--- config.mk ---
export PLATFORM = sky130hd
export DESIGN_NAME = pe_array_ctrl_flat
export DESIGN_NICKNAME = d
export VERILOG_FILES = /design/src/rtl/pe_array_ctrl_pkg.sv /design/src/rtl/pe_array_ctrl_if.sv /design/src/rtl/pe_array_ctrl_diag_strobe_gen.sv /design/src/rtl/pe_array_ctrl.sv /design/src/flat_wrapper.sv
export SDC_FILE = /design/constraint.sdc
export NUM_CORES = 1
export LEC_CHECK = 0
export CAP_MARGIN = 20
export CORE_MARGIN = 1
export CORE_UTILIZATION = 35
export DETAILED_ROUTE_END_ITERATION = 12
export DONT_BUFFER_PORTS = 1
export SYNTH_ARGS = -nofsm -noshare
export SYNTH_HDL_FRONTEND = slang
export SYNTH_SLANG_ARGS = --single-unit
--- constraint.sdc ---
create_clock -name clk -period 7.1 [get_ports clk]
set_clock_uncertainty 0.2 [all_clocks]
set_input_delay 1.775 -clock clk [delete_from_list [all_inputs] [get_ports clk]]
set_output_delay 1.775 -clock clk [all_outputs]
set_load 0.02 [all_outputs]
--- src/rtl/pe_array_ctrl_pkg.sv ---
// Shared definitions for the PE array sequencer.
//   state_e        : sequencer FSM states
//   diag_width()   : number of anti-diagonals in an S x S array (2S-1)
//   row_idx_width(): bits needed to name one of S rows
package pe_array_ctrl_pkg;

  typedef enum logic [1:0] {
    StIdle    = 2'd0,
    StCompute = 2'd1,
    StDrain   = 2'd2,
    StDone    = 2'd3
  } state_e;

  function automatic int unsigned diag_width(input int unsigned s);
    return 2 * s - 1;
  endfunction

  function automatic int unsigned row_idx_width(input int unsigned s);
    return (s > 1) ? $clog2(s) : 1;
  endfunction

endpackage

--- src/rtl/pe_array_ctrl_if.sv ---
// OFM drain handshake between the sequencer (master) and the PE array / OFM writer (slave).
//   ofm_write_en  : array in write/drain mode
//   psum_down_en  : psums shift down one row this cycle
//   set_reg_write : bit r enables the psum shift into row r+1
//   ofm_valid     : bottom-row result is valid
//   ofm_row_idx   : logical row of the presented result
//   ofm_ready     : OFM writer accepts the result
interface pe_array_ctrl_if
  import pe_array_ctrl_pkg::*;
#(
  parameter int unsigned SYSTOLIC_SIZE = 16
);
  localparam int unsigned RowW = row_idx_width(SYSTOLIC_SIZE);

  logic                     ofm_write_en;
  logic                     psum_down_en;
  logic [SYSTOLIC_SIZE-2:0] set_reg_write;
  logic                     ofm_valid;
  logic [RowW-1:0]          ofm_row_idx;
  logic                     ofm_ready;

  modport master (
    output ofm_write_en, psum_down_en, set_reg_write, ofm_valid, ofm_row_idx,
    input  ofm_ready
  );

  modport slave (
    input  ofm_write_en, psum_down_en, set_reg_write, ofm_valid, ofm_row_idx,
    output ofm_ready
  );
endinterface

--- src/rtl/pe_array_ctrl_diag_strobe_gen.sv ---
// Anti-diagonal accumulator-load strobe decoder.
//   en_i     : sequencer is in COMPUTE
//   t_i      : COMPUTE cycle counter
//   strobe_o : one-hot; bit d is high when t_i == d+1, all zero outside t_i = 1..2S-1
module diag_strobe_gen
  import pe_array_ctrl_pkg::*;
#(
  parameter int unsigned SYSTOLIC_SIZE = 16,
  parameter int unsigned TW            = 17
) (
  input  logic                                  en_i,
  input  logic [TW-1:0]                         t_i,
  output logic [diag_width(SYSTOLIC_SIZE)-1:0]  strobe_o
);
  localparam int unsigned DiagW = diag_width(SYSTOLIC_SIZE);

  logic in_window;
  assign in_window = en_i && (t_i != '0) && (t_i <= TW'(DiagW));

  always_comb begin
    strobe_o = '0;
    for (int unsigned d = 0; d < DiagW; d++) begin
      strobe_o[d] = in_window && (t_i == TW'(d + 1));
    end
  end
endmodule

--- src/rtl/pe_array_ctrl.sv ---
// Systolic PE array sequencer: issues k_len operand reads, strobes each anti-diagonal's
// accumulators as the skewed wavefront passes, then drains one row per OFM handshake.
//   clk, rst            : clock, asynchronous active-high reset
//   start, k_len        : tile request and accumulation depth (sampled in IDLE)
//   busy, done          : status; done is a one-cycle end-of-tile pulse
//   rd_en, rd_addr      : operand buffer read strobe and index
//   set_reg_compute     : one-hot anti-diagonal accumulator-load strobe
//   ofm                 : drain handshake bundle (master side)
module pe_array_ctrl
  import pe_array_ctrl_pkg::*;
#(
  parameter int unsigned DATA_WIDTH    = 8,
  parameter int unsigned SYSTOLIC_SIZE = 16,
  parameter int unsigned K_WIDTH       = 16
) (
  input  logic                                 clk,
  input  logic                                 rst,
  input  logic                                 start,
  input  logic [K_WIDTH-1:0]                   k_len,
  output logic                                 busy,
  output logic                                 done,
  output logic                                 rd_en,
  output logic [K_WIDTH-1:0]                   rd_addr,
  output logic [diag_width(SYSTOLIC_SIZE)-1:0] set_reg_compute,
  pe_array_ctrl_if.master                      ofm
);
  localparam int unsigned S    = SYSTOLIC_SIZE;
  localparam int unsigned RowW = row_idx_width(S);
  // One extra bit so k_len + 2S - 2 never wraps.
  localparam int unsigned TW   = K_WIDTH + 1;

  if (SYSTOLIC_SIZE < 2 || DATA_WIDTH == 0) begin : gen_bad_params
    $error("pe_array_ctrl: SYSTOLIC_SIZE must be >= 2 and DATA_WIDTH nonzero");
  end

  state_e            state_q, state_d;
  logic [TW-1:0]     t_q, t_d;
  logic [K_WIDTH-1:0] k_q, k_d;
  logic [RowW-1:0]   c_q, c_d;

  logic              in_compute, in_drain, hs;
  logic [TW-1:0]     t_last;
  logic [S-2:0]      srw;

  assign in_compute = (state_q == StCompute);
  assign in_drain   = (state_q == StDrain);
  assign hs         = in_drain && ofm.ofm_ready;
  assign t_last     = {1'b0, k_q} + TW'(2 * S - 2);

  always_comb begin
    state_d = state_q;
    t_d     = t_q;
    k_d     = k_q;
    c_d     = c_q;
    unique case (state_q)
      StIdle: begin
        if (start) begin
          if (k_len != '0) begin
            k_d     = k_len;
            t_d     = '0;
            state_d = StCompute;
          end else begin
            state_d = StDone;
          end
        end
      end
      StCompute: begin
        if (t_q == t_last) begin
          c_d     = '0;
          state_d = StDrain;
        end else begin
          t_d = t_q + 1'b1;
        end
      end
      StDrain: begin
        if (hs) begin
          if (c_q == RowW'(S - 1)) state_d = StDone;
          else                     c_d = c_q + 1'b1;
        end
      end
      StDone:  state_d = StIdle;
      default: state_d = StIdle;
    endcase
  end

  always_ff @(posedge clk or posedge rst) begin
    if (rst) begin
      state_q <= StIdle;
      t_q     <= '0;
      k_q     <= '0;
      c_q     <= '0;
    end else begin
      state_q <= state_d;
      t_q     <= t_d;
      k_q     <= k_d;
      c_q     <= c_d;
    end
  end

  assign busy    = (state_q != StIdle);
  assign done    = (state_q == StDone);
  assign rd_en   = in_compute && (t_q < {1'b0, k_q});
  assign rd_addr = rd_en ? t_q[K_WIDTH-1:0] : '0;

  diag_strobe_gen #(
    .SYSTOLIC_SIZE(S),
    .TW           (TW)
  ) u_diag_strobe_gen (
    .en_i    (in_compute),
    .t_i     (t_q),
    .strobe_o(set_reg_compute)
  );

  // Rows already drained stop shifting, so the enable shrinks as c advances.
  always_comb begin
    srw = '0;
    for (int unsigned r = 0; r < S - 1; r++) begin
      srw[r] = hs && (RowW'(r) >= c_q);
    end
  end

  assign ofm.ofm_write_en  = in_drain;
  assign ofm.ofm_valid     = in_drain;
  assign ofm.ofm_row_idx   = in_drain ? (RowW'(S - 1) - c_q) : '0;
  assign ofm.psum_down_en  = hs;
  assign ofm.set_reg_write = srw;
endmodule

--- src/flat_wrapper.sv ---
// flat-port wrapper written by rule: the top's interface ports become plain ports
module pe_array_ctrl_flat import pe_array_ctrl_pkg::*;
#(
  parameter int unsigned DATA_WIDTH    = 8,
  parameter int unsigned SYSTOLIC_SIZE = 16,
  parameter int unsigned K_WIDTH       = 16
)
  (clk, rst, start, k_len, busy, done, rd_en, rd_addr, set_reg_compute, ofm_ofm_write_en, ofm_psum_down_en, ofm_set_reg_write, ofm_ofm_valid, ofm_ofm_row_idx, ofm_ofm_ready);
  pe_array_ctrl_if #(.SYSTOLIC_SIZE(SYSTOLIC_SIZE)) ofm_i ();
  input  logic clk;
  input  logic rst;
  input  logic start;
  input  logic [K_WIDTH-1:0] k_len;
  output logic busy;
  output logic done;
  output logic rd_en;
  output logic [K_WIDTH-1:0] rd_addr;
  output logic [diag_width(SYSTOLIC_SIZE)-1:0] set_reg_compute;
  output wire logic [$bits(ofm_i.ofm_write_en)-1:0] ofm_ofm_write_en;
  output wire logic [$bits(ofm_i.psum_down_en)-1:0] ofm_psum_down_en;
  output wire logic [$bits(ofm_i.set_reg_write)-1:0] ofm_set_reg_write;
  output wire logic [$bits(ofm_i.ofm_valid)-1:0] ofm_ofm_valid;
  output wire logic [$bits(ofm_i.ofm_row_idx)-1:0] ofm_ofm_row_idx;
  input wire logic [$bits(ofm_i.ofm_ready)-1:0] ofm_ofm_ready;
  assign ofm_ofm_write_en = ofm_i.ofm_write_en;
  assign ofm_psum_down_en = ofm_i.psum_down_en;
  assign ofm_set_reg_write = ofm_i.set_reg_write;
  assign ofm_ofm_valid = ofm_i.ofm_valid;
  assign ofm_ofm_row_idx = ofm_i.ofm_row_idx;
  assign ofm_i.ofm_ready = ofm_ofm_ready;
  pe_array_ctrl #(.DATA_WIDTH(DATA_WIDTH), .SYSTOLIC_SIZE(SYSTOLIC_SIZE), .K_WIDTH(K_WIDTH)) u_core (.clk(clk), .rst(rst), .start(start), .k_len(k_len), .busy(busy), .done(done), .rd_en(rd_en), .rd_addr(rd_addr), .set_reg_compute(set_reg_compute), .ofm(ofm_i));
endmodule
==> reports/summary.txt, run 1 <==
fmax -> 206 MHz
ys async rst share -> 1.00
initial antenna violation count -> 0
Core ar. -> 0.00986 mm^2
Max FO, Critical Path -> 17
Max Slew Vio Count -> 0
Initial Util -> 0.366
grt ovf -> 0
worst r2r src -> u_core.k_q[2]
unrepaired setup endpoints after global routing -> no
Cell Area, Synth -> 0.00361 mm^2
final setup TNS -> 0 ps
TritonRoute pass-1 iters -> 5
latest clock arrival within the worst-skew pair -> 300 ps
Syn Inst Count -> 480
hold_buf cts -> 0
hold path cells -> 1
largest net degree at the start of global routing -> 40
CP Class -> register to output port
Top delay family on crit path -> compound AO/OA/AOI/OAI gates
Crit-path slowest cell -> nor3_1
port buffer count -> 0
DIE HEIGHT -> 104 um
CTS resizes -> 0
Layout Cells excl Fill -> 597
Leakage -> 1.59 nW
gpl congestion -> 0.854
worst slew pin tran -> 899 ps
die area -> 0.0107 mm^2
HPWL Detailed -> 7.58 mm
syn avg cell area -> 7.52 um^2
FP Rows -> 36
critical path's largest stage delay -> 560 ps
power per cell area -> 365 mW/mm^2
Root Driver -> clkbuf_8
Syn Nets -> 528
Wirelength per Cell -> 16.6 um
post-synthesis sequential area ratio -> 0.270
Netlist cell types -> 60
IO Count -> 92
die width -> 104 um
Slew headroom -> 0.398
post-route cell area -> 0.00381 mm^2
DRT iter0 DRCs -> 269
routed vias/inst -> 5.83
EDFF count, synth -> 0
GRT Overall Usage -> 0.186
n_diodes -> 0
DRC viols -> 0
Antenna Nets Post-Route -> 0
# clock sinks -> 39
worst reg2reg path endpoint -> u_core.t_q[16]
Synth Warn # -> 0
dpl cells -> 588
critical path endpoint category -> output port
share of cells above drive strength 1 -> 0.0647
hold_sp -> u_core.k_q[0]
clock-pin transition on the worst setup and hold timing paths -> 90 ps
total of max-cap violations -> 0
WHS Endpoint -> u_core.k_q[0]
Crit path required time -> 5120 ps
final setup violation count -> 0
postcts setup bufs -> 0
CTS tree -> done
VDD IR max -> 0.296 mV
Synth Flop Type -> dfrtp_1
FF-to-FF path depth -> 10
vias post-DR -> 3483
placed cell area -> 0.00368 mm^2
global-route wire length before repair -> 16.5 mm
CP bufs+invs -> 1
final-report hold violation count -> 0
synthesized flop and latch total -> 39
status -> finished clean
Area Overhead vs Synth -> 5.58%
vias in the first global route -> 3179
Routed WL -> 9.94 mm
crit-path cells -> ha_1, nor2b_1, o21a_1, o21a_1, o21ai_0, a21oi_1, o21ai_0, a21oi_1, buf_4, nor3_1
hold crit path type -> register to register
Worst Path Arrival -> 2870 ps
Tcrit/Tclk final -> 0.682
final worst path period need -> 4840 ps
Longest Clk Path Bufs -> 2
flop2flop setup slack -> 3540 ps
CTS H-Tree Depth -> 2
Worst setup SP type -> register
TritonCTS buffer count -> 5
Final #Nets -> 511
-- worst register-to-register path: stages (launching register included) --
cell and delay, ps:
dfrtp_1 400, inv_1 100, ha_1 240, or3b_4 430, nand4_2 160, mux2_1 340, mux2i_1 180, o22ai_1 150
a31oi_1 680, a41oi_1 240, a221o_1 300
-- placed cells by master, fill, tap and decap left out, drive strengths merged, types with 13 or more instances in the layout --
cell	netlist	final
inv	42	42
nor2	55	55
nand3	19	19
nor3	31	31
nand2	44	44
dfrtp	39	39
a21oi	28	28
o21ai	22	22
ha	28	28
nand4	13	13
-- area by class of cell --
cell class	instances	area (um^2)
Timing Repair Buffer	5	45.0
Multi-Input combinational cell	369	2340
Tap cell	133	166
Fill cell	1032	6050
Inverter	43	161
Clock buffer	6	82.6
Clock inverter	2	35.0
Sequential cell	39	976
-- sequential cells by signal, summed over array words and instances, names as in the netlist --
register / flops
u_core.k_q: 16
u_core.state_q: 2
u_core.c_q: 4
u_core.t_q: 17
-- power by group --
part	switching [W]	internal [W]	total, W
Combinational	0.000506	0.000266	0.000772
Sequential	0.000126	0.000295	0.000421
Clock	0.0000846	0.000114	0.000199
-- cell usage after synthesis (all sizes together), types with 2 or more instances --
cell type	count	area, um^2
a211oi	6	60.1
nor3	31	155
nor2b	4	25.0
a21o	7	52.6
ha	28	350
xor2	7	61.3
o21ai	22	110
a31oi	12	75.1
and2	4	27.5
nor3b	2	15.0
nand3b	3	22.5
clkbuf	22	82.6
a41oi	3	26.3
and4	4	35.0
nand4	13	93.8
o221ai	2	17.5
dfrtp	39	976
nand2	44	168
xnor2	10	87.6
a211o	2	17.5
o22ai	2	12.5
inv	42	158
or3	3	18.8
a21oi	28	140
nand2b	3	18.8
mux2i	4	40.0
mux2	3	33.8
o21a	5	37.5
nor4	11	68.8
or2	3	18.8
nor2	55	206
o211ai	5	37.5
and3	6	37.5
a221oi	3	38.8
buf	7	45.0
or4	3	26.3
nand3	19	95.1
-- routing by layer --
| metal | track usage | up-vias | part of all wire |
|---|---|---|---|
| li1 | - | 1668 | - |
| met1 | 0.260 | 1681 | 0.46 |
| met2 | 0.291 | 120 | 0.46 |
| met3 | 0.0371 | 14 | 0.064 |
| met4 | 0.0476 | 0 | 0.017 |
| met5 | 0 | - | 0 |
-- per-stage QoR --
step	util	hold slack, ps	worst slack [ps]	power [W]
after global routing	0.386	388	2070	0.00152
after floorplan	-	287	2270	0.00103
final	0.386	378	2260	0.00139
after global placement	0.373	341	2280	0.00116
after detailed placement	0.373	349	2280	0.00119
after CTS	0.385	370	2220	0.00139
-- cell families (layout without fill, tap and decap cells) --
kind of cell / count (synthesis) / in the layout / synth area share
AOI/OAI and AO/OA: 105 / 105 / 0.194
xor gates and xnor gates: 17 / 17 / 0.0413
adders and majority gates: 28 / 28 / 0.0971
buffers and inverters: 72 / 56 / 0.0801
DFF: 39 / 39 / 0.270
muxes: 7 / 7 / 0.0205
and+or+nand+nor: 212 / 212 / 0.297
-- worst max-delay path by stage --
| stage | from | to | slack, ps | cells after the start |
|---|---|---|---|---|
| after detailed placement | ofm_ofm_ready | ofm_set_reg_write[2] | 2280 | 3 |
| after CTS | u_core.t_q[1] | rd_addr[12] | 2220 | 10 |
| after global placement | ofm_ofm_ready | ofm_set_reg_write[2] | 2280 | 3 |
| final | u_core.t_q[1] | rd_addr[13] | 2260 | 10 |
| after floorplan | ofm_ofm_ready | ofm_set_reg_write[2] | 2270 | 4 |
| after global routing | u_core.state_q[1] | rd_addr[13] | 2070 | 4 |
No activity file was read; power rests on OpenSTA's default activity.
==> run 2: changes to the inputs <==
==> constraint.sdc (replaced) <==
create_clock -name clk -period 4.1 [get_ports clk]
set_clock_uncertainty 0.2 [all_clocks]
set_input_delay 1.025 -clock clk [delete_from_list [all_inputs] [get_ports clk]]
set_output_delay 1.025 -clock clk [all_outputs]
set_load 0.02 [all_outputs]
==> run 2 against run 1 <==
  * Sequential share of layout area shrank 1.1 points
  * Clock power rose by 36%
  * Die area is the same
  * Setup slack worse by 2100 ps
  * Count of clock-buffer cells in the layout up 1
  * Routed wire length up 6.0%
  * Critical endpoint is now set_reg_compute[5]
  * Largest power group unchanged
==> reports/summary.txt, run 2 (synthesis results as in run 1) <==
worst slew pin tran -> 888 ps (was 899 ps)
CTS H-Tree Depth -> 2 (unchanged)
DRC viols -> 0 (unchanged)
largest net degree at the start of global routing -> 40 (unchanged)
hold_buf cts -> 0 (unchanged)
TritonCTS buffer count -> 5 (unchanged)
CP endpoint -> set_reg_compute[5] (was rd_addr[13])
die width -> 104 um (unchanged)
CP Class -> register to output port (unchanged)
TritonRoute pass-1 iters -> 5 (unchanged)
Wirelength per Cell -> 16.9 um (was 16.6 um)
latest clock arrival within the worst-skew pair -> 310 ps (was 300 ps)
Initial Util -> 0.366 (unchanged)
Tcrit/Tclk final -> 0.969
final-report hold violation count -> 0 (unchanged)
CTS tree -> done (unchanged)
grt ovf -> 0 (unchanged)
unrepaired setup endpoints after global routing -> yes (was no)
Max FO, Critical Path -> 7 (was 17)
GRT Overall Usage -> 0.196 (was 0.186)
most frequent cells in the layout -> 54 x nor2_1, 43 x nand2_1, 42 x inv_1, 39 x dfrtp_1, 33 x buf_4 (was 55 x nor2_1, 43 x nand2_1, 42 x inv_1, 39 x dfrtp_1, 31 x nor3_1)
die area -> 0.0107 mm^2 (unchanged)
port buffer count -> 0 (unchanged)
most flop-heavy register -> u_core.t_q (unchanged)
Worst setup SP type -> register (unchanged)
VDD IR max -> 0.460 mV (was 0.296 mV)
initial antenna violation count -> 0 (unchanged)
flop2flop setup slack -> 870 ps (was 3540 ps)
setup slack after layout -> 126 ps (was 2260 ps)
worst r2r src -> u_core.k_q[2] (unchanged)
Max Slew Vio Count -> 0 (unchanged)
Antenna Nets Post-Route -> 0 (unchanged)
FF-to-FF path depth -> 11 (was 10)
DRT iter0 DRCs -> 324 (was 269)
total of max-cap violations -> 0 (unchanged)
share of cells above drive strength 1 -> 0.120 (was 0.0647)
Root Driver -> clkbuf_8 (unchanged)
Routed WL -> 10.5 mm (was 9.94 mm)
status -> finished clean (unchanged)
Fillers -> 1014 (was 1032)
final setup TNS -> 0 ps (unchanged)
FP Rows -> 36 (unchanged)
critical path endpoint category -> output port (unchanged)
Largest register FFs -> 17 (unchanged)
Leakage -> 1.72 nW (was 1.59 nW)
routed vias/inst -> 5.77 (was 5.83)
DIE HEIGHT -> 104 um (unchanged)
CP startpoint -> u_core.t_q[10] (was u_core.t_q[1])
worst reg2reg path endpoint -> u_core.c_q[0] (was u_core.t_q[16])
area of the multi-input gates -> 0.00235 mm^2 (was 0.00234 mm^2)
Largest regs -> u_core.t_q: 17 flops, u_core.k_q: 16 flops, u_core.c_q: 4 flops (unchanged)
Crit path required time -> 2870 ps (was 5120 ps)
dpl cells -> 617 (was 588)
Area Overhead vs Synth -> 10.5% (was 5.58%)
HPWL Detailed -> 8.00 mm (was 7.58 mm)
n_diodes -> 0 (unchanged)
Layout Cells excl Fill -> 625 (was 597)
clock-pin transition on the worst setup and hold timing paths -> 90 ps (about the same)
vias in the first global route -> 3354 (was 3179)
Worst Path Arrival -> 2750 ps (was 2870 ps)
hold_sp -> u_core.k_q[0] (unchanged)
power per cell area -> 605 mW/mm^2 (was 365 mW/mm^2)
gpl congestion -> 0.827 (was 0.854)
commonest non-fill, non-tap cell in the layout -> nor2_1 (unchanged)
Slew headroom -> 0.404 (was 0.398)
fmax -> 252 MHz
# clock sinks -> 39 (unchanged)
vias post-DR -> 3605 (was 3483)
Seq. cell area -> 976 um^2 (unchanged)
Final #Nets -> 539 (was 511)
final worst path period need -> 3970 ps
IO Count -> 92 (unchanged)
global-route wire length before repair -> 17.1 mm (was 16.5 mm)
hold crit path type -> register to register (unchanged)
dpl ws -> 429 ps (was 2280 ps)
Longest Clk Path Bufs -> 2 (unchanged)
Core ar. -> 0.00986 mm^2 (unchanged)
final setup violation count -> 0 (unchanged)
==> run 2: critical path, cell delays in order (launching register included) <==
cell	delay (ps)
dfrtp_1	470
inv_1	250
nand4_1	150
nor2_2	280
nand2_1	130
a21oi_1	180
nand4b_1	190
or3_1	420
nor2_1	360
==> run 2: layer usage <==
layer | vias up | global-route usage | wire length, um
met5 | - | 0 | 0
met4 | 0 | 0.0507 | 106
met3 | 9 | 0.0384 | 651
met2 | 101 | 0.317 | 4920
met1 | 1765 | 0.267 | 4860
li1 | 1730 | - | -
==> run 2: power by group <==
group	switching (W)	internal [W]
clock network	0.000150	0.000120
registers	0.000181	0.000511
logic	0.000940	0.000510
==> run 2: how the worst min path moves through the flow <==
stage	endpoint	slack (ps)	cells after the start
CTS	u_core.state_q[0]	380	1
detailed placement	u_core.k_q[0]	350	1
global route	u_core.k_q[0]	400	1
floorplan	u_core.k_q[0]	290	1
global placement	u_core.k_q[0]	350	1
finish	u_core.k_q[0]	380	1
==> run 2: timing repair <==
| action | in CTS | in global routing |
|---|---|---|
| buffers inserted | 0 | 0 |
| endpoints found under the setup margin | 0 | 34 |
| gates resized for setup | 0 | 3 |
| endpoints found under the hold margin | 0 | 0 |
==> run 2: final cells by class <==
class / count / area share
clock buffer: 7 / 0.0191
clock inverter: 1 / 0.00126
inverter: 43 / 0.0405
multi-input combinational: 369 / 0.591
sequential: 39 / 0.245
tap: 133 / 0.0417
timing repair buffer: 33 / 0.0621
==> run 2: through the flow <==
| stage | hold slack (ps) | cell area (um^2) | util | power (W) |
|---|---|---|---|---|
| after floorplan | 287 | 3610 | - | 0.00179 |
| after global placement | 348 | 3890 | 0.395 | 0.00210 |
| after detailed placement | 354 | 3890 | 0.395 | 0.00214 |
| after CTS | 379 | 3980 | 0.403 | 0.00241 |
| after global routing | 398 | 3990 | 0.404 | 0.00262 |
| final | 377 | 3990 | 0.404 | 0.00241 |
==> run 3: changes to the inputs <==
--- a/config.mk
+++ b/config.mk
@@ -5,11 +5,11 @@
 export SDC_FILE = /design/constraint.sdc
 export NUM_CORES = 1
 export LEC_CHECK = 0
+export BUFFER_PORTS_ARGS = -buffer_cell sky130_fd_sc_hd__buf_4
 export CAP_MARGIN = 20
 export CORE_MARGIN = 1
 export CORE_UTILIZATION = 35
 export DETAILED_ROUTE_END_ITERATION = 12
-export DONT_BUFFER_PORTS = 1
 export SYNTH_ARGS = -nofsm -noshare
 export SYNTH_HDL_FRONTEND = slang
 export SYNTH_SLANG_ARGS = --single-unit
==> run 3 against run 2 <==
  * Hold slack worse by 34 ps
  * First-iteration DRC count fell by 22%
  * Critical path depth up 3
  * Non-clock buffer count is 69 higher
  * Power rose by 3.6%
  * Design area grew 13%
  * Setup slack improved by 110 ps
==> reports/summary.txt, run 3 (synthesis results as in run 1) <==
status -> finished clean (unchanged)
gpl congestion -> 0.844 (was 0.827)
worst slew pin tran -> 829 ps (was 888 ps)
unrepaired setup endpoints after global routing -> no (was yes)
latest clock arrival within the worst-skew pair -> 310 ps (about the same)
Layout Cells excl Fill -> 692 (was 625)
CTS tree -> done (unchanged)
final setup violation count -> 0 (unchanged)
largest net degree at the start of global routing -> 40 (unchanged)
routed vias/inst -> 5.55 (was 5.77)
die area -> 0.0107 mm^2 (unchanged)
Worst Hold Margin -> 343 ps (was 377 ps)
initial antenna violation count -> 0 (unchanged)
most frequent cells in the layout -> 102 x buf_4, 55 x nor2_1, 43 x nand2_1, 42 x inv_1, 39 x dfrtp_1 (was 54 x nor2_1, 43 x nand2_1, 42 x inv_1, 39 x dfrtp_1, 33 x buf_4)
DRC viols -> 0 (unchanged)
DIE HEIGHT -> 104 um (unchanged)
grt met2 use -> 0.336 (was 0.317)
most flop-heavy register -> u_core.t_q (unchanged)
Root Driver -> clkbuf_8 (unchanged)
Largest register FFs -> 17 (unchanged)
n_diodes -> 0 (unchanged)
HPWL Detailed -> 8.37 mm (was 8.00 mm)
critical path endpoint category -> output port (unchanged)
Leakage -> 2.08 nW (was 1.72 nW)
Area Overhead vs Synth -> 24.4% (was 10.5%)
total of max-cap violations -> 0 (unchanged)
vias post-DR -> 3843 (was 3605)
IO Count -> 92 (unchanged)
DRT iter0 DRCs -> 253 (was 324)
FP Rows -> 36 (unchanged)
Largest regs -> u_core.t_q: 17 flops, u_core.k_q: 16 flops, u_core.c_q: 4 flops (unchanged)
GRT Overall Usage -> 0.209 (was 0.196)
grt ovf -> 0 (unchanged)
Max Slew Vio Count -> 0 (unchanged)
Wirelength per Cell -> 15.8 um (was 16.9 um)
dpl ws -> 582 ps (was 429 ps)
hold crit path type -> register to register (unchanged)
Crit-path slowest cell -> dfrtp_1 (unchanged)
met1 Usage GRT -> 0.278 (was 0.267)
Worst setup SP type -> register (unchanged)
met3 Resource Use GR -> 0.0466 (was 0.0384)
port buffer count -> 91 (was 0)
commonest non-fill, non-tap cell in the layout -> buf_4 (was nor2_1)
setup slack after layout -> 237 ps (was 126 ps)
clock-pin transition on the worst setup and hold timing paths -> 70 ps (was 90 ps)
TritonRoute pass-1 iters -> 6 (was 5)
TritonCTS buffer count -> 5 (unchanged)
# clock sinks -> 39 (unchanged)
Final #Nets -> 608 (was 539)
VDD IR max -> 0.347 mV (was 0.460 mV)
final worst path period need -> 3860 ps (was 3970 ps)
Initial Util -> 0.366 (unchanged)
Core ar. -> 0.00986 mm^2 (unchanged)
die width -> 104 um (unchanged)
power per cell area -> 556 mW/mm^2 (was 605 mW/mm^2)
Routed WL -> 10.9 mm (was 10.5 mm)
CTS H-Tree Depth -> 2 (unchanged)
fmax -> 259 MHz (was 252 MHz)
vias in the first global route -> 3696 (was 3354)
final-report hold violation count -> 0 (unchanged)
Worst Path Arrival -> 2640 ps (was 2750 ps)
global route hottest layer -> met2 (unchanged)
Max FO, Critical Path -> 17 (was 7)
critical path's largest stage delay -> 460 ps (was 470 ps)
postcts setup bufs -> 0 (unchanged)
Crit path required time -> 2870 ps (about the same)
Longest Clk Path Bufs -> 2 (unchanged)
Slew headroom -> 0.443 (was 0.404)
Antenna Nets Post-Route -> 0 (unchanged)
Tcrit/Tclk final -> 0.942 (was 0.969)
dpl cells -> 686 (was 617)
global-route wire length before repair -> 18.4 mm (was 17.1 mm)
CP Class -> register to output port (unchanged)
crit-path cells -> ha_1, nor2b_1, o21a_1, o21a_1, o21ai_0, a21oi_1, o21ai_0, a21oi_1, buf_4, nor3_1, buf_4 (was inv_1, nand4_1, nor2_2, nand2_1, a21oi_1, nand4b_1, or3_1, nor2_1)
final setup TNS -> 0 ps (unchanged)
share of cells above drive strength 1 -> 0.224 (was 0.120)
==> run 3: routing by layer <==
| metal | vias to the layer above | part of all wire | wire [um] |
|---|---|---|---|
| li1 | 1871 | - | - |
| met1 | 1803 | 0.45 | 4970 |
| met2 | 147 | 0.46 | 5080 |
| met3 | 22 | 0.063 | 694 |
| met4 | 0 | 0.017 | 190 |
| met5 | - | 0 | 0 |
==> run 3: report_power, final <==
part | total [W] | internal (W) | leakage (nW) | switching (W)
Sequential | 0.000728 | 0.000510 | 0.512 | 0.000217
Combinational | 0.00151 | 0.000584 | 1.53 | 0.000929
Clock | 0.000257 | 0.000114 | 0.0371 | 0.000143
==> run 3: final timing paths <==
| kind | startpoint | to | slack, ps | cells after the start |
|---|---|---|---|---|
| setup reg to reg | u_core.k_q[1] | u_core.c_q[0] | 810 | 11 |
| min in group asynchronous | rst | u_core.t_q[16] | 660 | 3 |
| max in group asynchronous | rst | u_core.t_q[12] | 2690 | 3 |
| hold reg to reg | u_core.k_q[0] | u_core.k_q[0] | 340 | 1 |
| setup / recovery | u_core.t_q[1] | rd_addr[2] | 240 | 11 |
| hold / removal | u_core.k_q[0] | u_core.k_q[0] | 340 | 1 |
==> run 3: cell type report <==
type,instances,area (um^2)
repair buffers,102,766
multi-input cells,369,2350
well taps,133,166
fillers,999,5370
clock buffers,6,72.6
inverters,43,161
flip-flops and latches,39,976
==> run 3: per-stage QoR <==
stage	area [um^2]	power (W)	util
after CTS	4490	0.00249	0.455
after floorplan	3610	0.00179	-
final	4490	0.00250	0.455
after global routing	4490	0.00272	0.455
after detailed placement	4410	0.00223	0.447
after global placement	4410	0.00220	0.447
==> run 3: critical path, delay by kind of cell (launching register included) <==
kind / cells / cell delay [ps]
DFF: 1 / 460
AOI/OAI and AO/OA: 6 / 840
buffers and inverters: 2 / 400
adders and majority gates: 1 / 310
and+or+nand+nor: 2 / 320
==> run 3: timing repair <==
| item | CTS | global route |
|---|---|---|
| gates resized for setup | 0 | 1 |
| endpoints found under the setup margin | 0 | 1 |
| hold buffers | 0 | 0 |
